$ cat config.mk
export PLATFORM = sky130hd
export DESIGN_NAME = imuldiv_int_mul_iterative_param
export DESIGN_NICKNAME = d
export VERILOG_FILES = /design/src/rtl/imuldiv_int_mul_iterative_param.sv
export SDC_FILE = /design/constraint.sdc
export NUM_CORES = 1
export LEC_CHECK = 0
export CAP_MARGIN = 25
export CORE_ASPECT_RATIO = 0.75
export CORE_MARGIN = 2
export CORE_UTILIZATION = 55
export CTS_CLUSTER_SIZE = 30
export DETAILED_ROUTE_END_ITERATION = 8
export DONT_BUFFER_PORTS = 1
export HOLD_SLACK_MARGIN = 0.08
export PLACE_DENSITY = 0.69
export SETUP_SLACK_MARGIN = 0.3
export SYNTH_ARGS = -nofsm -noshare
export SYNTH_HDL_FRONTEND = slang
export SYNTH_SLANG_ARGS = --single-unit
$ cat constraint.sdc
create_clock -name clk -period 10.3 [get_ports clk]
set_clock_uncertainty 0.2 [all_clocks]
set_input_delay 0.515 -clock clk [delete_from_list [all_inputs] [get_ports clk]]
set_output_delay 0.515 -clock clk [all_outputs]
set_load 0.01 [all_outputs]
$ cat src/rtl/imuldiv_int_mul_iterative_param.sv
// Iterative shift-add integer multiplier that retires STEP bits of B per cycle.
// Signed requests multiply magnitudes and negate the 2*W-bit product in DONE.
module imuldiv_int_mul_iterative_param #(
  parameter int unsigned W    = 32,
  parameter int unsigned STEP = 1
) (
  input  logic             clk,
  input  logic             reset,
  input  logic [W-1:0]     mulreq_msg_a,
  input  logic [W-1:0]     mulreq_msg_b,
  input  logic             mulreq_msg_signed,
  input  logic             mulreq_val,
  output logic             mulreq_rdy,
  output logic [2*W-1:0]   mulresp_msg_result,
  output logic             mulresp_val,
  input  logic             mulresp_rdy
);

  localparam int unsigned N  = W / STEP;
  localparam int unsigned CW = (N > 1) ? $clog2(N) : 1;

  typedef enum logic [1:0] {IDLE, CALC, DONE} state_t;

  state_t           r_state, w_next;
  logic [2*W-1:0]   r_a, r_acc, w_pp;
  logic [W-1:0]     r_b, w_a_mag, w_b_mag;
  logic             r_neg, w_last;
  logic [CW-1:0]    r_cnt;

  assign w_a_mag = (mulreq_msg_signed && mulreq_msg_a[W-1]) ? -mulreq_msg_a : mulreq_msg_a;
  assign w_b_mag = (mulreq_msg_signed && mulreq_msg_b[W-1]) ? -mulreq_msg_b : mulreq_msg_b;
  assign w_last  = (r_cnt == CW'(N - 1));

  always_comb begin
    w_pp = '0;
    for (int unsigned i = 0; i < STEP; i++) begin
      if (r_b[i]) w_pp = w_pp + (r_a << i);
    end
  end

  always_comb begin
    w_next = r_state;
    case (r_state)
      IDLE:    if (mulreq_val)  w_next = CALC;
      CALC:    if (w_last)      w_next = DONE;
      DONE:    if (mulresp_rdy) w_next = IDLE;
      default:                  w_next = IDLE;
    endcase
  end

  assign mulreq_rdy         = (r_state == IDLE);
  assign mulresp_val        = (r_state == DONE);
  assign mulresp_msg_result = (r_state == DONE) ? (r_neg ? -r_acc : r_acc) : '0;

  always_ff @(posedge clk) begin
    if (reset) begin
      r_state <= IDLE;
      r_a     <= '0;
      r_b     <= '0;
      r_neg   <= 1'b0;
      r_acc   <= '0;
      r_cnt   <= '0;
    end else begin
      r_state <= w_next;
      case (r_state)
        IDLE: if (mulreq_val) begin
          r_a   <= {{W{1'b0}}, w_a_mag};
          r_b   <= w_b_mag;
          r_neg <= mulreq_msg_signed & (mulreq_msg_a[W-1] ^ mulreq_msg_b[W-1]);
          r_acc <= '0;
          r_cnt <= '0;
        end
        CALC: begin
          r_acc <= r_acc + w_pp;
          r_a   <= r_a << STEP;
          r_b   <= r_b >> STEP;
          r_cnt <= r_cnt + 1'b1;
        end
        default: ;
      endcase
    end
  end

endmodule

==> impl_metrics.json <==
{
  "drive_gt1_frac": 0.0384,
  "rows": 48,
  "leakagePower_nw": 5.78,
  "tightest_slew_ns": 1.02,
  "drtIter0Drc": 963,
  "syn_area_um2": 12800,
  "slowest_stage": "or4_1",
  "min_period_ns": 5.14,
  "status": "finished clean",
  "worstPathArrival_ns": 4.42,
  "crit_fanout": 8,
  "synth_nets": 1892,
  "tns_ns": 0,
  "route.met2.wl_um": 16300,
  "wl_per_cell_um": 17.4,
  "synth_cells": 1754,
  "dieArea_um2": 24600,
  "synthArstFlopShare": 0,
  "clockRootBuffer": "clkbuf_16",
  "fmax_ghz": 0.195,
  "sequentialPowerShare": 0.443,
  "cts_htree_levels": 4,
  "gp_congestion": 0.904,
  "pin_count": 135,
  "stdcell_area_um2": 13900,
  "first_global_vias": 11500,
  "final_nets": 1842,
  "cts_buffers": 17,
  "die_w_um": 180,
  "port_buffers": 0,
  "path_class": "flip-flop to primary output",
  "path_clk_slew_ns": 0.06,
  "power_switching_mw": 0.418,
  "fin_crit_sh": 0.499,
  "die_height_um": 136,
  "core_area_um2": 22900,
  "synthFlopType": "dfxtp_1",
  "overflow": 0,
  "cp-start-kind": "flip-flop",
  "yosysWarnings": 0,
  "cp-end-kind": "primary output",
  "synth_edf_count": 0,
  "cap_viol_max_count": 0,
  "firstDrtPassIters": 5,
  "report.final.slew_viol_count": 0,
  "syn_area_per_cell_um2": 7.32,
  "postRouteAntennaNets": 0,
  "remaining_drc_errors": 0,
  "clockPowerShare": 0.431,
  "cts_tree": "done",
  "routed_wl_um": 35100,
  "synth-seq-cells": 168,
  "p_comb_frac": 0.126,
  "grt_use_total": 0.285,
  "area_growth_syn_to_layout_pct": 8.31,
  "cpPeakStageDelay_ns": 0.65,
  "hpwl_um": 24600,
  "swShare": 0.269,
  "routed.top_layer": "met4",
  "hold_viol": 0,
  "internal_power_mw": 1.14,
  "diodes": 0,
  "clkLatencyLatePin_ns": 0.44,
  "met1_length_um": 16400,
  "multi_input_area_um2": 8940,
  "whs_ns": 0.0877,
  "grt_max_degree": 134,
  "rsz0062_at_grt": "false",
  "path_cells": "nor4_2 -> nand3b_1 -> or4_1 -> inv_1 -> nand2_1 -> or3_1 -> or4_4 -> or3_4 -> or2_4 -> o31ai_4 -> xor2_1 -> nor2_1",
  "setup_viol": 0,
  "cp_num_buf_inv": 1,
  "ctsLongestPathBuffers": 2,
  "antenna_found_initial": 0,
  "clkSinkCount": 168,
  "cp.required_ns": 9.59,
  "placedInstanceArea_um2": 12900,
  "relSlewSlack": 0.316,
  "vias": 12400,
  "peakVddDrop_mv": 0.111,
  "routed-wl-met3_um": 1910,
  "hold_path.class": "input pin to flip-flop",
  "yosysSeqAreaShare": 0.262,
  "path_delay_family": "simple AND/OR/NAND/NOR gates",
  "power.density_nw_per_um2": 112,
  "post_cts_buffers": 0,
  "ys_types": 60,
  "fillers": 2185,
  "grt_pass1_wl_um": 57800,
  "seq_area_um2": 3360,
  "avgViaCountPerCell": 6.13,
  "initial_core_util": 0.560
}
[layer usage]
metal / global-route usage / vias to the layer above
li1: - / 6117
met1: 0.381 / 5857
met3: 0.0536 / 38
met4: 0.0717 / 0
met5: 0 / -
met2: 0.477 / 358
[area by class of cell]
class / count / area share
Inverter: 32 / 0.00864
Tap cell: 300 / 0.0270
Sequential cell: 168 / 0.242
Clock buffer: 21 / 0.0331
Timing Repair Buffer: 48 / 0.0355
Multi-Input combinational cell: 1437 / 0.643
Clock inverter: 11 / 0.0105
[stage by stage]
stage                     power [mW]  setup slack, ns  utilization  cells
after CTS                       1.57             5.18        0.606   2017
after global placement         0.873             5.74        0.561   1946
after global routing            1.62             4.95        0.606   2017
after floorplan                0.841             5.98            -   1754
after detailed placement       0.877             5.66        0.562   1947
final                           1.56             5.16        0.606   2017
[state kept, by name, summed over array words and instances, names as in the netlist]
signal / count
r_a: 64
r_acc: 64
r_b: 32
r_cnt: 5
r_neg: 1
r_state: 2
[path summary, 6_finish.rpt]
path,startpoint,end,slack [ns],depth (start not counted)
max,r_acc[2],mulresp_msg_result[60],5.16,12
min,mulreq_msg_a[18],r_a[18],0.09,3
max reg2reg,r_b[0],r_acc[56],5.54,17
min reg2reg,r_b[0],r_b[0],0.25,2
[logic make-up after synthesis]
group	count (synthesis)	synth area share
compound gates	548	0.268
xor+xnor	180	0.123
fa+ha+maj	69	0.0678
mux	1	0.000780
flops	168	0.262
buf+inv	149	0.0436
simple gates	639	0.235
[Yosys cell counts (3+ instances only)]
cell type,count,area (um^2)
nand2b_1,17,106
xnor2_1,65,569
a22oi_1,74,556
and4_1,3,26.3
a31oi_1,12,75.1
clkbuf_1,99,372
a21o_1,46,345
a21oi_1,215,1080
or3_1,23,144
nand3_1,61,305
o21a_1,7,52.6
or4_1,8,60.1
o31ai_1,32,240
nand4_1,16,100
nor2_1,140,526
a41oi_1,5,43.8
a22o_1,5,43.8
nor3_1,23,115
a211oi_1,7,52.6
and2_1,72,450
o21ai_0,85,425
o21bai_1,17,128
or3_4,6,67.6
buf_1,18,67.6
xor2_1,115,1010
nor2b_1,9,56.3
nand2_1,235,882
dfxtp_1,168,3360
a221oi_1,3,26.3
or2_2,3,18.8
ha_1,68,851
o211ai_1,3,22.5
o41ai_1,14,123
and3_1,12,75.1
nor4_1,5,31.3
inv_1,32,120
[cells in the final DEF (no fill, tap or decap), types with 16 or more instances in the layout]
| master | count |
|---|---|
| nor2_1 | 139 |
| clkbuf_16 | 17 |
| or3_1 | 23 |
| a22oi_1 | 74 |
| xnor2_1 | 65 |
| o21bai_1 | 17 |
| inv_1 | 32 |
| a21o_1 | 46 |
| dlygate4sd3_1 | 37 |
| dfxtp_1 | 167 |
| ha_1 | 68 |
| xor2_1 | 115 |
| and2_1 | 71 |
| nand3_1 | 61 |
| nand4_1 | 16 |
| o31ai_1 | 32 |
| nor3_1 | 22 |
| a21oi_1 | 215 |
| o21ai_0 | 85 |
| nand2_1 | 234 |
[power by group through the flow]
stage               sequential [mW]  clock [mW]  combinational, mW
floorplan                     0.697           0              0.144
global placement              0.703           0              0.169
detailed placement            0.703           0              0.174
CTS                           0.689       0.681              0.196
global route                  0.692       0.706              0.219
finish                        0.689       0.670              0.196
[repair_timing]
item	4_1_cts	5_1_grt
hold buffers	38	0
gates resized for setup	0	0
endpoints found under the hold margin	133	0
endpoints found under the setup margin	0	0
[worst reg2reg max path, delay by kind of cell, from the launching register on]
kind                     cells  cell delay (ns)
AO/OA/AOI/OAI                8             2.05
XOR/XNOR                     1             0.18
adder cells (fa/ha/maj)      2             0.55
buffers and inverters        2             0.54
flip-flops                   1             0.33
AND/OR/NAND/NOR              4             0.82
No activity file was read; power rests on OpenSTA's default activity.
